[config.mk]
export PLATFORM = sky130hd
export DESIGN_NAME = cart_download_ctrl_flat
export DESIGN_NICKNAME = d
export VERILOG_FILES = /design/src/rtl/cart_dl_pkg.sv /design/src/rtl/cart_download_ctrl_if.sv /design/src/rtl/cart_dl_fifo.sv /design/src/rtl/cart_download_ctrl.sv /design/src/flat_wrapper.sv
export SDC_FILE = /design/constraint.sdc
export NUM_CORES = 1
export LEC_CHECK = 0
export ABC_AREA = 0
export CAP_MARGIN = 20
export CORE_ASPECT_RATIO = 1.75
export CORE_UTILIZATION = 39
export DETAILED_ROUTE_END_ITERATION = 12
export PLACE_DENSITY = 0.63
export SYNTH_ARGS = -nofsm -noshare
export SYNTH_HDL_FRONTEND = slang
export SYNTH_HIERARCHICAL = 1
export SYNTH_SLANG_ARGS = --single-unit
[constraint.sdc]
create_clock -name clk_i -period 2.8 [get_ports clk_i]
set_input_delay 0.7 -clock clk_i [delete_from_list [all_inputs] [get_ports clk_i]]
set_output_delay 0.7 -clock clk_i [all_outputs]
set_load 0.02 [all_outputs]
[src/rtl/cart_dl_pkg.sv]
// Shared types and constants for the cartridge / SG-1000 download controller.
package cart_dl_pkg;

    typedef enum logic [1:0] {
        IDLE  = 2'd0,
        LOAD  = 2'd1,
        DRAIN = 2'd2,
        HOLD  = 2'd3
    } dl_state_e;

    // Width of the address field stored per buffered byte.
    localparam int DL_ADDR_W = 25;

    // SG-1000 expansion RAM window: 8KB page 1, i.e. 0x2000-0x3FFF.
    localparam int EXTRAM_BASE_PAGE = 1;
    localparam int EXTRAM_LAST_ADDR = 32'h0000_3FFF;

    typedef struct packed {
        logic [DL_ADDR_W-1:0] addr;
        logic [7:0]           data;
    } fifo_entry_t;

endpackage

[src/rtl/cart_download_ctrl_if.sv]
// HPS ioctl byte stream plus SDRAM write port, as seen by the download controller.
interface cart_download_ctrl_if #(
    parameter int ADDR_W = 25
);
    logic              ioctl_download_i;
    logic [7:0]        ioctl_index_i;
    logic              ioctl_wr_i;
    logic [ADDR_W-1:0] ioctl_addr_i;
    logic [7:0]        ioctl_dout_i;
    logic              ioctl_wait_o;
    logic              mem_req_o;
    logic [ADDR_W-1:0] mem_addr_o;
    logic [7:0]        mem_din_o;
    logic              mem_ack_i;

    modport slave (
        input  ioctl_download_i,
        input  ioctl_index_i,
        input  ioctl_wr_i,
        input  ioctl_addr_i,
        input  ioctl_dout_i,
        output ioctl_wait_o,
        output mem_req_o,
        output mem_addr_o,
        output mem_din_o,
        input  mem_ack_i
    );

    modport master (
        output ioctl_download_i,
        output ioctl_index_i,
        output ioctl_wr_i,
        output ioctl_addr_i,
        output ioctl_dout_i,
        input  ioctl_wait_o,
        input  mem_req_o,
        input  mem_addr_o,
        input  mem_din_o,
        output mem_ack_i
    );

endinterface

[src/rtl/cart_dl_fifo.sv]
// Write buffer between the ioctl stream and the SDRAM port; the head entry is
// visible without a read strobe so it can drive the write request directly.
module cart_dl_fifo
    import cart_dl_pkg::*;
#(
    parameter int DEPTH = 4,
    parameter int CNT_W = $clog2(DEPTH) + 1
) (
    input  logic             clk,
    input  logic             rst_n,
    input  logic             push,
    input  logic             pop,
    input  fifo_entry_t      din,
    output fifo_entry_t      head,
    output logic [CNT_W-1:0] count,
    output logic             full,
    output logic             empty
);
    localparam int PTR_W = $clog2(DEPTH);

    fifo_entry_t      mem_r [DEPTH];
    logic [PTR_W-1:0] wr_ptr_r;
    logic [PTR_W-1:0] rd_ptr_r;
    logic [CNT_W-1:0] count_r;
    logic             push_ok_s;
    logic             pop_ok_s;

    assign full      = (count_r == CNT_W'(DEPTH));
    assign empty     = (count_r == {CNT_W{1'b0}});
    assign count     = count_r;
    assign head      = mem_r[rd_ptr_r];
    assign push_ok_s = push && !full;
    assign pop_ok_s  = pop && !empty;

    // Pointers and occupancy; DEPTH is a power of two so pointers wrap naturally.
    always_ff @(posedge clk or negedge rst_n) begin
        if (!rst_n) begin
            wr_ptr_r <= {PTR_W{1'b0}};
            rd_ptr_r <= {PTR_W{1'b0}};
            count_r  <= {CNT_W{1'b0}};
        end else begin
            if (push_ok_s) begin
                wr_ptr_r <= wr_ptr_r + PTR_W'(1);
            end
            if (pop_ok_s) begin
                rd_ptr_r <= rd_ptr_r + PTR_W'(1);
            end
            case ({push_ok_s, pop_ok_s})
                2'b10:   count_r <= count_r + CNT_W'(1);
                2'b01:   count_r <= count_r - CNT_W'(1);
                default: count_r <= count_r;
            endcase
        end
    end

    // Entry storage; no reset needed because the count gates every read.
    always_ff @(posedge clk) begin
        if (push_ok_s) begin
            mem_r[wr_ptr_r] <= din;
        end
    end

endmodule

[src/rtl/cart_download_ctrl.sv]
// Cartridge / SG-1000 download controller: buffers ioctl bytes into SDRAM writes,
// derives image metadata and keeps the console in reset until the load settles.
module cart_download_ctrl
    import cart_dl_pkg::*;
#(
    parameter int ADDR_W      = 25,
    parameter int FIFO_DEPTH  = 4,
    parameter int HOLD_CYCLES = 16,
    parameter int SG_INDEX    = 2
) (
    input  logic                clk_i,
    input  logic                reset_n_i,
    cart_download_ctrl_if.slave bus,
    output logic [5:0]          cart_pages_o,
    output logic                sg1000_o,
    output logic                extram_o,
    output logic                console_reset_n_o,
    output logic                overflow_o
);
    localparam int CNT_W    = $clog2(FIFO_DEPTH) + 1;
    localparam int HOLD_W   = $clog2(HOLD_CYCLES) + 1;
    localparam int REGION_W = ADDR_W - 13;

    dl_state_e         state_r;
    dl_state_e         state_s;
    logic [HOLD_W-1:0] hold_cnt_r;
    logic              mem_req_r;
    logic              mem_req_s;
    logic              console_rst_n_r;
    logic [CNT_W-1:0]  count_s;
    logic              full_s;
    logic              empty_s;
    fifo_entry_t       entry_s;
    fifo_entry_t       head_s;
    logic              push_req_s;
    logic              push_ok_s;
    logic              pop_s;
    logic              load_to_drain_s;
    logic              addr_zero_s;
    logic              in_region_s;
    logic              is_last_s;
    logic              sg_match_s;
    logic              all_ones_s;
    logic [5:0]        page_s;
    logic [5:0]        page_base_s;
    logic [5:0]        cart_pages_r;
    logic [5:0]        cart_pages_s;
    logic              sg1000_r;
    logic              sg1000_s;
    logic              cand_r;
    logic              cand_s;
    logic              seen_last_r;
    logic              seen_last_s;
    logic              extram_r;
    logic              extram_hold_s;
    logic              extram_s;
    logic              overflow_r;
    logic              overflow_s;
    logic              unused_index_s;

    assign push_req_s      = bus.ioctl_wr_i && (state_r == LOAD);
    assign push_ok_s       = push_req_s && !full_s;
    assign pop_s           = bus.mem_ack_i && mem_req_r;
    assign entry_s.addr    = DL_ADDR_W'(bus.ioctl_addr_i);
    assign entry_s.data    = bus.ioctl_dout_i;
    assign load_to_drain_s = (state_r == LOAD) && (state_s == DRAIN);

    assign addr_zero_s    = (bus.ioctl_addr_i == {ADDR_W{1'b0}});
    assign in_region_s    = (bus.ioctl_addr_i[ADDR_W-1:13] == REGION_W'(EXTRAM_BASE_PAGE));
    assign is_last_s      = (bus.ioctl_addr_i == ADDR_W'(EXTRAM_LAST_ADDR));
    assign sg_match_s     = (bus.ioctl_index_i[4:0] == 5'(SG_INDEX));
    assign all_ones_s     = &bus.ioctl_dout_i;
    assign page_s         = bus.ioctl_addr_i[19:14];
    assign unused_index_s = &{1'b0, bus.ioctl_index_i[7:5]};

    // The request stays up while any entry will remain after this edge.
    assign mem_req_s = push_ok_s
                    || (count_s > CNT_W'(1))
                    || ((count_s == CNT_W'(1)) && !pop_s);

    cart_dl_fifo #(
        .DEPTH (FIFO_DEPTH),
        .CNT_W (CNT_W)
    ) u_fifo (
        .clk   (clk_i),
        .rst_n (reset_n_i),
        .push  (push_ok_s),
        .pop   (pop_s),
        .din   (entry_s),
        .head  (head_s),
        .count (count_s),
        .full  (full_s),
        .empty (empty_s)
    );

    // Download sequencing: load, drain the buffer, settle, release the console.
    always_comb begin
        state_s = state_r;
        case (state_r)
            IDLE:  state_s = bus.ioctl_download_i ? LOAD : IDLE;
            LOAD:  state_s = bus.ioctl_download_i ? LOAD : DRAIN;
            DRAIN: begin
                if (bus.ioctl_download_i) begin
                    state_s = LOAD;
                end else if (empty_s && !mem_req_r) begin
                    state_s = HOLD;
                end else begin
                    state_s = DRAIN;
                end
            end
            HOLD: begin
                if (bus.ioctl_download_i) begin
                    state_s = LOAD;
                end else if (hold_cnt_r == HOLD_W'(HOLD_CYCLES - 1)) begin
                    state_s = IDLE;
                end else begin
                    state_s = HOLD;
                end
            end
            default: state_s = IDLE;
        endcase
    end

    // Metadata next-state: only accepted pushes update it; a drop only flags overflow.
    always_comb begin
        cart_pages_s  = cart_pages_r;
        sg1000_s      = sg1000_r;
        cand_s        = cand_r;
        seen_last_s   = seen_last_r;
        overflow_s    = overflow_r;
        extram_hold_s = extram_r;
        page_base_s   = cart_pages_r;
        if (push_ok_s) begin
            page_base_s   = addr_zero_s ? 6'd0 : cart_pages_r;
            cart_pages_s  = (page_s > page_base_s) ? page_s : page_base_s;
            sg1000_s      = addr_zero_s ? sg_match_s : sg1000_r;
            overflow_s    = addr_zero_s ? 1'b0 : overflow_r;
            extram_hold_s = addr_zero_s ? 1'b0 : extram_r;
            if (sg1000_r && in_region_s) begin
                cand_s      = (bus.ioctl_addr_i[12:0] == 13'd0) ? all_ones_s
                                                                : (cand_r & all_ones_s);
                seen_last_s = seen_last_r | is_last_s;
            end else begin
                cand_s      = addr_zero_s ? 1'b0 : cand_r;
                seen_last_s = addr_zero_s ? 1'b0 : seen_last_r;
            end
        end else begin
            overflow_s = overflow_r | push_req_s;
        end
    end

    assign extram_s = load_to_drain_s ? (cand_s & seen_last_s) : extram_hold_s;

    // Control registers: state, settle counter, write request, console reset.
    always_ff @(posedge clk_i or negedge reset_n_i) begin
        if (!reset_n_i) begin
            state_r         <= IDLE;
            hold_cnt_r      <= {HOLD_W{1'b0}};
            mem_req_r       <= 1'b0;
            console_rst_n_r <= 1'b0;
        end else begin
            state_r         <= state_s;
            hold_cnt_r      <= ((state_r == HOLD) && (state_s == HOLD))
                               ? hold_cnt_r + HOLD_W'(1) : {HOLD_W{1'b0}};
            mem_req_r       <= mem_req_s;
            console_rst_n_r <= (state_r == IDLE);
        end
    end

    // Metadata registers.
    always_ff @(posedge clk_i or negedge reset_n_i) begin
        if (!reset_n_i) begin
            cart_pages_r <= 6'd0;
            sg1000_r     <= 1'b0;
            cand_r       <= 1'b0;
            seen_last_r  <= 1'b0;
            extram_r     <= 1'b0;
            overflow_r   <= 1'b0;
        end else begin
            cart_pages_r <= cart_pages_s;
            sg1000_r     <= sg1000_s;
            cand_r       <= cand_s;
            seen_last_r  <= seen_last_s;
            extram_r     <= extram_s;
            overflow_r   <= overflow_s;
        end
    end

    assign bus.mem_req_o     = mem_req_r;
    assign bus.mem_addr_o    = ADDR_W'(head_s.addr);
    assign bus.mem_din_o     = head_s.data;
    assign bus.ioctl_wait_o  = (count_s >= CNT_W'(FIFO_DEPTH - 1));
    assign cart_pages_o      = cart_pages_r;
    assign sg1000_o          = sg1000_r;
    assign extram_o          = extram_r;
    assign console_reset_n_o = console_rst_n_r;
    assign overflow_o        = overflow_r;

endmodule

[src/flat_wrapper.sv]
// flat-port wrapper written by rule: the top's interface ports become plain ports
module cart_download_ctrl_flat import cart_dl_pkg::*;
#(
    parameter int ADDR_W      = 25,
    parameter int FIFO_DEPTH  = 4,
    parameter int HOLD_CYCLES = 16,
    parameter int SG_INDEX    = 2
)
  (clk_i, reset_n_i, cart_pages_o, sg1000_o, extram_o, console_reset_n_o, overflow_o, bus_ioctl_download_i, bus_ioctl_index_i, bus_ioctl_wr_i, bus_ioctl_addr_i, bus_ioctl_dout_i, bus_ioctl_wait_o, bus_mem_req_o, bus_mem_addr_o, bus_mem_din_o, bus_mem_ack_i);
  cart_download_ctrl_if #(.ADDR_W(ADDR_W)) bus_i ();
  input  logic clk_i;
  input  logic reset_n_i;
  output logic [5:0] cart_pages_o;
  output logic sg1000_o;
  output logic extram_o;
  output logic console_reset_n_o;
  output logic overflow_o;
  input wire logic [$bits(bus_i.ioctl_download_i)-1:0] bus_ioctl_download_i;
  input wire logic [$bits(bus_i.ioctl_index_i)-1:0] bus_ioctl_index_i;
  input wire logic [$bits(bus_i.ioctl_wr_i)-1:0] bus_ioctl_wr_i;
  input wire logic [$bits(bus_i.ioctl_addr_i)-1:0] bus_ioctl_addr_i;
  input wire logic [$bits(bus_i.ioctl_dout_i)-1:0] bus_ioctl_dout_i;
  output wire logic [$bits(bus_i.ioctl_wait_o)-1:0] bus_ioctl_wait_o;
  output wire logic [$bits(bus_i.mem_req_o)-1:0] bus_mem_req_o;
  output wire logic [$bits(bus_i.mem_addr_o)-1:0] bus_mem_addr_o;
  output wire logic [$bits(bus_i.mem_din_o)-1:0] bus_mem_din_o;
  input wire logic [$bits(bus_i.mem_ack_i)-1:0] bus_mem_ack_i;
  assign bus_i.ioctl_download_i = bus_ioctl_download_i;
  assign bus_i.ioctl_index_i = bus_ioctl_index_i;
  assign bus_i.ioctl_wr_i = bus_ioctl_wr_i;
  assign bus_i.ioctl_addr_i = bus_ioctl_addr_i;
  assign bus_i.ioctl_dout_i = bus_ioctl_dout_i;
  assign bus_ioctl_wait_o = bus_i.ioctl_wait_o;
  assign bus_mem_req_o = bus_i.mem_req_o;
  assign bus_mem_addr_o = bus_i.mem_addr_o;
  assign bus_mem_din_o = bus_i.mem_din_o;
  assign bus_i.mem_ack_i = bus_mem_ack_i;
  cart_download_ctrl #(.ADDR_W(ADDR_W), .FIFO_DEPTH(FIFO_DEPTH), .HOLD_CYCLES(HOLD_CYCLES), .SG_INDEX(SG_INDEX)) u_core (.clk_i(clk_i), .reset_n_i(reset_n_i), .bus(bus_i), .cart_pages_o(cart_pages_o), .sg1000_o(sg1000_o), .extram_o(extram_o), .console_reset_n_o(console_reset_n_o), .overflow_o(overflow_o));
endmodule
## After elaboration in Yosys (flattened, before gate mapping)

Memories as Yosys holds them, arrays and structs flattened.
Index checks and enable logic that the tools add are counted.

- Register bits after elaboration: 27
- Bits in latches: 0
- RAM bits: 132
- ROM bits: 0
- Input bits: 46
- Memories kept: 1

Memories:

| memory | words | bits a word | rd ports | clocked after memory_dff | write ports | RTL line | source |
|---|---|---|---|---|---|---|---|
| u_core.u_fifo.mem_r | 4 | 33 | 1 | 0 | 1 | cart_dl_fifo.sv:21 | `fifo_entry_t mem_r [DEPTH];` |

- Add/sub/neg operators: 5
- Multipliers: 0
- Div/mod/pow operators: 0
- Magnitude comparators: 3
- Equal/unequal tests: 14
- Shift operators: 0
- Multiplexer cells: 24
- Bitwise gates (word level): 4
- Reductions and logical operators: 26

Operator list:

| operator | number |
|---|---|
| 25-bit by 14-bit == test with 1-bit output, second input constant | 1 |
| 25-bit zero test | 1 |
| 1-bit 2-to-1 mux | 15 |
| 13-bit zero test | 1 |
| 12-bit by 1-bit == test with 1-bit output, second input constant | 1 |
| 6-bit 2-to-1 mux | 2 |
| 2-bit == test, second input constant | 5 |
| 1-bit logical AND | 10 |
| 2-bit 2-to-1 mux | 4 |
| 2-bit case mux with 4 select lines | 1 |
| 8-bit AND reduction | 1 |
| 6-bit greater-than comparator | 1 |
| 3-bit case mux with 2 select lines | 1 |
| 2-bit nonzero test | 3 |
| 5-bit by 1-bit adder with 5-bit output, second input constant | 1 |
| 5-bit by 2-bit == test with 1-bit output, second input constant | 1 |
| 5-bit by 4-bit == test with 1-bit output, second input constant | 1 |
| 5-bit 2-to-1 mux | 1 |
| 2-bit by 1-bit adder with 2-bit output, second input constant | 2 |
| 2-bit by 1-bit == test with 1-bit output, second input constant | 2 |
| 1-bit zero test | 4 |
| 2-bit AND reduction | 2 |
| 3-bit by 1-bit adder with 3-bit output, second input constant | 1 |
| 3-bit by 1-bit == test with 1-bit output, second input constant | 1 |
| 10 further kinds | 13 |

## Longest topological paths before layout

Gate-level depths: netlist of the first run.

- Word-level depth: 9
- Mapped depth: 12

## Hierarchy

Netlist of the first run, hierarchy kept.

By module, submodules not included:

| module | times used | cells each | area each (sq um) | sequential area each (sq um) |
|---|---|---|---|---|
| cart_dl_fifo | 1 | 210 | 5238.8 | 4139.0 |
| cart_download_ctrl | 1 | 130 | 1271.2 | 500.5 |

## Worst setup path after synthesis of the first run

OpenSTA, ideal clock, no wires.

- Path kind: input to register
- Start point: input bus_ioctl_addr_i[7]
- End point: register u_core.cart_pages_r[0], in the netlist u_core/cart_pages_o[0]
- Data arrival time: 3.272 ns
- Required time: 2.674 ns
- Slack: -0.598 ns
- Stages on the path: 10
- Buffers on the path: 0
- Path through: or4_4 -> nor4_4 -> nand3b_4 -> nand2_1 -> ha_1 -> a21o_1 -> a21o_1 -> a221oi_1 -> nor4_1 -> a221o_1

- Word-level cells in the longest chain between the ends: 4

RTL lines:

| element | RTL line | source |
|---|---|---|
| start, declared | flat_wrapper.sv:21 | `input wire logic [$bits(bus_i.ioctl_addr_i)-1:0] bus_ioctl_addr_i;` |
| 25-bit zero test * | cart_download_ctrl.sv:68 | `assign addr_zero_s = (bus.ioctl_addr_i == {ADDR_W{1'b0}});` |
| 6-bit 2-to-1 mux * | cart_download_ctrl.sv:134 | `page_base_s = addr_zero_s ? 6'd0 : cart_pages_r;` |
| 6-bit greater-than comparator | cart_download_ctrl.sv:135 | `cart_pages_s = (page_s > page_base_s) ? page_s : page_base_s;` |
| 6-bit 2-to-1 mux * | cart_download_ctrl.sv:135 |  |
| end signal, assigned | cart_download_ctrl.sv:180 | `cart_pages_r <= cart_pages_s;` |
| end, declared | cart_download_ctrl.sv:46 | `logic [5:0] cart_pages_r;` |

Mark *: on every way between the ends. The rest lies on a longest branch, timed or not.
A chain may end at the register's enable or synchronous reset.

## Final worst setup path of the first run

- Start point: input bus_ioctl_addr_i[1]
- End point: register u_core.cart_pages_r[2], in the netlist u_core/cart_pages_o[2]

Same word-level chain as after synthesis.

==> metrics.md, run 1 <==
| Metric | Value |
|---|---|
| Status | `finished with violations` |
| Failing checks | `setup timing` |
| Routed length per instance | `18.7 microns` |
| Met1 Track Usage GR | `0.184` |
| Global route overflow | `0` |
| Dpl ws | `-1110 ps` |
| Worst Path Max Fanout | `8` |
| Reg-to-reg setup timing slack | `between 400 and 500 ps` |
| Global-route wire length before repair | `21900 microns` |
| Initial antenna violation count | `0` |
| Seq/Total Area, Yosys | `0.713` |
| DR iter-0 viols | `149` |
| Hold WC Path Type | `reg -> reg` |
| Fmax | `329 MHz` |
| Post-synth top flop | `edfxtp_1` |
| VDD IR max | `between 0.0004 and 0.0005 V` |
| Hold Buf Count CTS | `0` |
| Area Overhead vs Synth | `35.2%` |
| Final period utilization | `1.09` |
| WP buf/inv | `1` |
| Max incr delay on CP | `550 ps` |
| Worst hold slack | `486 ps` |
| Hold Crit Start | `u_core/hold_cnt_r[0]` |
| Core ar. | `16400 sq um` |
| Initial Util | `0.398` |
| CP Capture Type | `flip-flop` |
| Crit path from | `bus_ioctl_addr_i[1]` |
| Routed WL | `between 10000 and 15000 microns` |
| Final Setup Violations | `6` |
| Largest net degree at the start of global routing | `28` |
| Longest Clk Path Bufs | `2` |
| CP cell instances | `buf_6 > or4_4 > nor4_4 > nand3b_4 > nand2_4 > ha_4 > a21o_1 > a21o_1 > a221oi_4 > nor2_2 > o211ai_1` |
| Crit-path most repeated cell | `a21o_1` |
| Routed via count | `between 3k and 4k` |
| Post-Syn Area | `about 6500 sq um` |
| DIE WIDTH | `99.7 microns` |
| Grt peak-use layer | `met2` |
| Leakage dissipation | `around 0.0033 uW` |
| Most frequent cells in the layout | `132 x edfxtp_1, 52 x buf_4, 39 x dlygate4sd2_1` |
| Clock skew | `between 8 and 9 ps` |
| Final RePlAce weighted congestion | `0.765` |
| YS warnings | `6` |
| Worst-Margin Slew | `around 400 ps` |
| Worst path depth | `11` |
| Die area | `17200 sq um` |
| Vias in the first global route | `4051` |
| Final Max Slew Viols | `0` |
| Cell family with most CP delay | `simple AND/OR/NAND/NOR gates` |
| Slowest cell on the critical path | `or4_4` |
| Share of layout cells above drive strength 1 | `0.334` |
| Final worst setup slack | `-239 ps` |
| Total GRT Usage | `0.174` |
| Clock latency on the worst-skew pair | `~420 ps` |
| Met3 Track Usage GR | `0.0392` |
| Library cells used by synthesis | `49` |
| CTS root buf | `clkbuf_16` |
| Post-synth ARST share | `0.170` |
| Post-Syn Nets | `400` |
| Setup CP Type | `in -> reg` |
| Setup TNS | `-1180 ps` |
| Layout Nets | `about 560` |
| Max-cap violations | `0` |
| Worst R2R End | `u_core/u_fifo/count[2]` |
| TritonCTS clock tree | `built` |
| Crit start category | `input port` |
| Post-synth EDFFs | `roughly 130` |
| WP data required | `between 3000 and 4000 ps` |
| CTS Sinks | `between 150 and 200` |
| FF-to-FF path depth | `11` |
| Pwr Total | `7370 uW` |
| HPWL after DPL | `9620 microns` |
| H-tree levels | `4` |
| Worst Setup EP | `u_core/cart_pages_o[2]` |
| Die height | `approximately 170 microns` |
| Register bit count reported by yosys | `around 160` |
| Cell count after synthesis | `340` |
| Reg-to-reg startpoint | `u_core/u_fifo/count[2]` |
| Final antenna-violating net count | `0` |
| Buffers on Ports | `slightly below 90` |
| Drt first pass iters | `5` |
| DRC Markers | `0` |
| Fin crit period | `approximately 3000 ps` |
| Final Hold Fails | `0` |
| RSZ-0062 raised after global routing | `true` |
| Avg Cell Area, Syn | `approximately 19 sq um` |
| Commonest non-fill, non-tap cell in the layout | `edfxtp_1` |
| IO Pins | `between 90 and 100` |
| Slew HR | `0.730` |
| GR Util met2 | `0.325` |
| Num rows | `a little over 60` |
| Clock transition at the registers of the reported paths | `approximately 60 ps` |
| Power Density | `between 800 and 900 nW/um^2` |
| Worst EP arrival | `between 3000 and 4000 ps` |
| Routed vias/inst | `roughly 5` |
| CTS buffer count | `17` |
| Ant. Diodes | `0` |
-- registers in the layout (all words and copies together) (netlist names), named ones only --
register,count
u_core/seen_last_r,1
u_core/hold_cnt_r,5
u_core/cand_r,1
u_core/sg1000_o,1
u_core/bus.mem_req_o,1
u_core/u_fifo/wr_ptr_r,2
u_core/state_r,2
u_core/u_fifo/mem_r,132
u_core/u_fifo/count,3
u_core/u_fifo/rd_ptr_r,2
u_core/cart_pages_o,6
u_core/extram_o,1
u_core/console_reset_n_o,1
-- how the worst min path moves through the flow --
stage	endpoint	slack, ps	cells after the start
after floorplan	asynchronous set/reset pin	400	0
after global placement	u_core/hold_cnt_r[0]	440	1
after detailed placement	u_core/hold_cnt_r[0]	480	1
after CTS	u_core/hold_cnt_r[0]	490	1
after global routing	u_core/hold_cnt_r[0]	500	1
final	u_core/hold_cnt_r[0]	490	1
-- final cells by class --
cell class	count	area, sq um
Fill cell	1320	7570
Sequential cell	159	4640
Multi-Input combinational cell	158	1850
Timing Repair Buffer	153	1440
Clock buffer	18	429
Tap cell	224	280
Clock inverter	14	108
Inverter	13	48.8
-- kinds of logic (layout without fill, tap and decap cells) --
group | count (synthesis) | after routing | synth area share
AOI/OAI and AO/OA | 20 | 20 | 0.0231
xor gates and xnor gates | 8 | 8 | 0.0108
adders and majority gates | 14 | 14 | 0.0281
buffers and inverters | 23 | 198 | 0.0229
DFF | 159 | 159 | 0.713
muxes | 38 | 38 | 0.125
and+or+nand+nor | 78 | 78 | 0.0773
-- cell usage after synthesis, types with 4 or more instances --
cell	n	area, sq um
or3_1	6	37.5
mux4_2	28	631
xor2_1	4	35.0
dfrtp_1	27	676
nor3_1	4	20.0
and2_1	5	31.3
o211ai_1	6	45.0
buf_2	5	25.0
a21o_1	5	37.5
nor2_1	10	37.5
edfxtp_1	132	3960
ha_1	13	163
nand4_1	5	31.3
nand2_1	17	63.8
inv_1	13	48.8
xnor2_1	4	35.0
mux4_1	5	131
-- report_power, final --
group | internal [uW] | switching (uW) | total, uW
clock network | 1150 | 941 | 2090
registers | 2820 | 126 | 2950
logic | 1130 | 1200 | 2330
-- layer usage --
| layer | wire length, microns | vias to the layer above | part of all wire |
|---|---|---|---|
| met1 | 5000 | 1867 | 0.36 |
| met5 | 0 | - | 0 |
| li1 | - | 1688 | - |
| met3 | 511 | 22 | 0.037 |
| met4 | 295 | 0 | 0.021 |
| met2 | 8040 | 104 | 0.58 |
-- timing repair --
| action | CTS | global route |
|---|---|---|
| setup endpoints to repair | 36 | 7 |
| pin swaps | 16 | 10 |
| setup buffers | 6 | 3 |
| gates resized for setup | 94 | 13 |
-- through the flow --
stage / util / instances / area, sq um
after floorplan: - / 340 / 6600
after global placement: 0.502 / 698 / 8220
after detailed placement: 0.502 / 698 / 8220
after CTS: 0.535 / 736 / 8750
after global routing: 0.538 / 739 / 8800
final: 0.538 / 739 / 8800
Power figures use the tool's default switching activity.
==> run 2, diff against run 1 <==
--- a/config.mk
+++ b/config.mk
@@ -10,7 +10,6 @@
 export CORE_ASPECT_RATIO = 1.75
 export CORE_UTILIZATION = 39
 export DETAILED_ROUTE_END_ITERATION = 12
-export PLACE_DENSITY = 0.63
 export SYNTH_ARGS = -nofsm -noshare
 export SYNTH_HDL_FRONTEND = slang
 export SYNTH_HIERARCHICAL = 1
==> run 2 against run 1 <==
Largest cell class unchanged; worst hold slack worse by 26 ps; flip-flop and latch count unchanged; the run still ends with setup timing left; via count up 0.33%; clock-buffer cell count up 3; maximum frequency up 1.0%; worst setup slack better by 30 ps; clock skew up 0.72 ps; clock power up 9%; global-route usage up 0.31 points; highest routed layer unchanged; critical path depth up 1.
==> metrics.md, run 2 (synthesis gave the netlist of run 1 again) <==
| Metric | Value |
|---|---|
| Status | `finished with violations (unchanged)` |
| Failing checks | `setup timing (unchanged)` |
| Area Overhead vs Synth | `35.2% (about the same)` |
| TritonCTS clock tree | `built (unchanged)` |
| VDD IR max | `0.000507 V (was 0.000432 V)` |
| Final period utilization | `1.07 (was 1.09)` |
| CP Capture Type | `flip-flop (unchanged)` |
| Sw frac | `0.296 (was 0.307)` |
| Worst EP arrival | `3340 ps (was 3360 ps)` |
| Initial antenna violation count | `0 (unchanged)` |
| HPWL after DPL | `9830 microns (was 9620 microns)` |
| Global route overflow | `0 (unchanged)` |
| Leakage dissipation | `0.00335 uW (was 0.00331 uW)` |
| Longest Clk Path Bufs | `2 (unchanged)` |
| Buffers on Ports | `87 (unchanged)` |
| Final antenna-violating net count | `0 (unchanged)` |
| Clock transition at the registers of the reported paths | `60 ps (about the same)` |
| CTS root buf | `clkbuf_16 (unchanged)` |
| GR Util met2 | `0.331 (was 0.325)` |
| DRC Markers | `0 (unchanged)` |
| Crit path from | `bus_ioctl_addr_i[5] (was bus_ioctl_addr_i[1])` |
| Final RePlAce weighted congestion | `0.768 (was 0.765)` |
| Met1 Track Usage GR | `0.184 (about the same)` |
| Share of layout cells above drive strength 1 | `0.333 (was 0.334)` |
| Final worst setup slack | `-209 ps (was -239 ps)` |
| Comb pwr share | `0.307 (was 0.316)` |
| Setup TNS | `-1120 ps (was -1180 ps)` |
| WP data required | `3130 ps (was 3120 ps)` |
| Ant. Diodes | `0 (unchanged)` |
| DR iter-0 viols | `172 (was 149)` |
| Reg-to-reg setup timing slack | `430 ps (was 420 ps)` |
| Max FFs per register | `132 (unchanged)` |
| H-tree levels | `4 (unchanged)` |
| Clock latency on the worst-skew pair | `420 ps (about the same)` |
| RSZ-0062 raised after global routing | `true (unchanged)` |
| Routed vias/inst | `5.00 (was 4.98)` |
| Vias in the first global route | `4170 (was 4051)` |
| Commonest non-fill, non-tap cell in the layout | `edfxtp_1 (unchanged)` |
| Num rows | `62 (unchanged)` |
| IO Pins | `91 (unchanged)` |
| Routed WL | `14000 microns (was 13800 microns)` |
| Routed length per instance | `19.0 microns (was 18.7 microns)` |
| CTS buffer count | `17 (unchanged)` |
| Hold WC Path Type | `reg -> reg (unchanged)` |
| Initial Util | `0.398 (unchanged)` |
| Clock share of power | `0.302 (was 0.284)` |
| Crit start category | `input port (unchanged)` |
| Worst Path Max Fanout | `5 (was 8)` |
| Final Max Slew Viols | `0 (unchanged)` |
| Flop pwr share | `0.391 (was 0.400)` |
| Drt first pass iters | `4 (was 5)` |
| Fill count | `1351 (was 1320)` |
| Die area | `17200 sq um (unchanged)` |
| Reg-to-reg startpoint | `u_core/u_fifo/count[2] (unchanged)` |
| Die height | `173 microns (unchanged)` |
| Worst-Margin Slew | `384 ps (was 405 ps)` |
| Most frequent cells in the layout | `132 x edfxtp_1, 53 x buf_4, 40 x dlygate4sd2_1 (was 132 x edfxtp_1, 52 x buf_4, 39 x dlygate4sd2_1)` |
| Final Setup Violations | `6 (unchanged)` |
| Top reg by flops | `u_core/u_fifo/mem_r (unchanged)` |
| DIE WIDTH | `99.7 microns (unchanged)` |
| Fmax | `332 MHz (was 329 MHz)` |
| Net load switching power | `2230 uW (was 2260 uW)` |
| Setup CP Type | `in -> reg (unchanged)` |
| Largest net degree at the start of global routing | `30 (was 28)` |
| CTS Sinks | `159 (unchanged)` |
| Core ar. | `16400 sq um (unchanged)` |
| Final core occ | `0.538 (about the same)` |
| Grt peak-use layer | `met2 (unchanged)` |
| Total GRT Usage | `0.177 (was 0.174)` |
| Global-route wire length before repair | `22300 microns (was 21900 microns)` |
| Fin crit period | `3010 ps (was 3040 ps)` |
| Final Hold Fails | `0 (unchanged)` |
| P_int | `5290 uW (was 5100 uW)` |
| Met3 Track Usage GR | `0.0428 (was 0.0392)` |
| Routed via count | `3693 (was 3681)` |
| Max-cap violations | `0 (unchanged)` |
| Clock skew | `9.15 ps (was 8.43 ps)` |
| Hold Crit Start | `u_core/hold_cnt_r[0] (unchanged)` |
| Slew HR | `0.744 (was 0.730)` |
| Power Density | `854 nW/um^2 (was 837 nW/um^2)` |
| Layout Nets | `561 (was 562)` |
[run 2: changes by cell type in the layout (fill, tap and decap cells not counted), sizes merged]
cell           change
clkinvlp           -2
dlygate4sd2        +1
clkdlybuf4s15      -4
clkinv             +1
bufinv             +1
inv                -3
clkbuf             +4
dlymetal6s2s       +1
[run 2: metrics by stage]
stage / setup WS (ps) / cell area, sq um / instances / hold slack, ps / total power, uW
floorplan: -434 / 6600 / 340 / 404 / 4490
global placement: -1090 / 8220 / 700 / 445 / 5510
detailed placement: -1110 / 8220 / 700 / 457 / 5550
CTS: -250 / 8790 / 737 / 465 / 7640
global route: -276 / 8800 / 738 / 492 / 7860
finish: -209 / 8800 / 738 / 459 / 7520
[run 2: power by group through the flow]
stage | logic [uW] | clock network, uW | registers, uW
after global routing | 2490 | 2410 | 2960
after CTS | 2380 | 2320 | 2940
final | 2310 | 2270 | 2940
after floorplan | 1520 | 0 | 2960
after global placement | 2520 | 0 | 2990
after detailed placement | 2540 | 0 | 3010
[run 2: critical path, cell delays in order]
cell	delay, ps
buf_6	100
or4_4	540
nor4_4	400
nand3b_4	160
nand2_4	100
ha_4	200
a21o_1	150
a21o_1	180
a221oi_4	380
nor2_1	110
buf_4	150
o211ai_1	190
[run 2: layout make-up]
| class | instances | area, sq um | area share |
|---|---|---|---|
| sequential | 159 | 4640 | 0.527 |
| multi-input combinational | 158 | 1840 | 0.209 |
| timing repair buffer | 152 | 1400 | 0.159 |
| clock buffer | 21 | 493 | 0.0560 |
| tap | 224 | 280 | 0.0318 |
| clock inverter | 11 | 100 | 0.0114 |
| inverter | 13 | 48.8 | 0.00554 |
[run 2: path summary, 6_finish.rpt]
kind / end / depth (start not counted)
max reg2reg: u_core/u_fifo/count[2] / 11
max: u_core/cart_pages_o[3] / 12
min reg2reg: u_core/hold_cnt_r[0] / 1
min: u_core/hold_cnt_r[0] / 1
min in group asynchronous: u_core/extram_o / 2
max in group asynchronous: u_core/u_fifo/rd_ptr_r[0] / 2
[run 2: what timing repair did]
item | CTS | global route
buffers inserted | 5 | 1
gates resized for setup | 91 | 12
endpoints found under the setup margin | 36 | 8
hold endpoints to repair | 0 | 0
pin swaps | 15 | 15
hold buffers | 0 | 0
[run 2: per-layer routing]
metal	wire length, microns	vias up
met1	4970	1899
met4	378	0
li1	-	1680
met3	536	22
met2	8130	92
met5	0	-
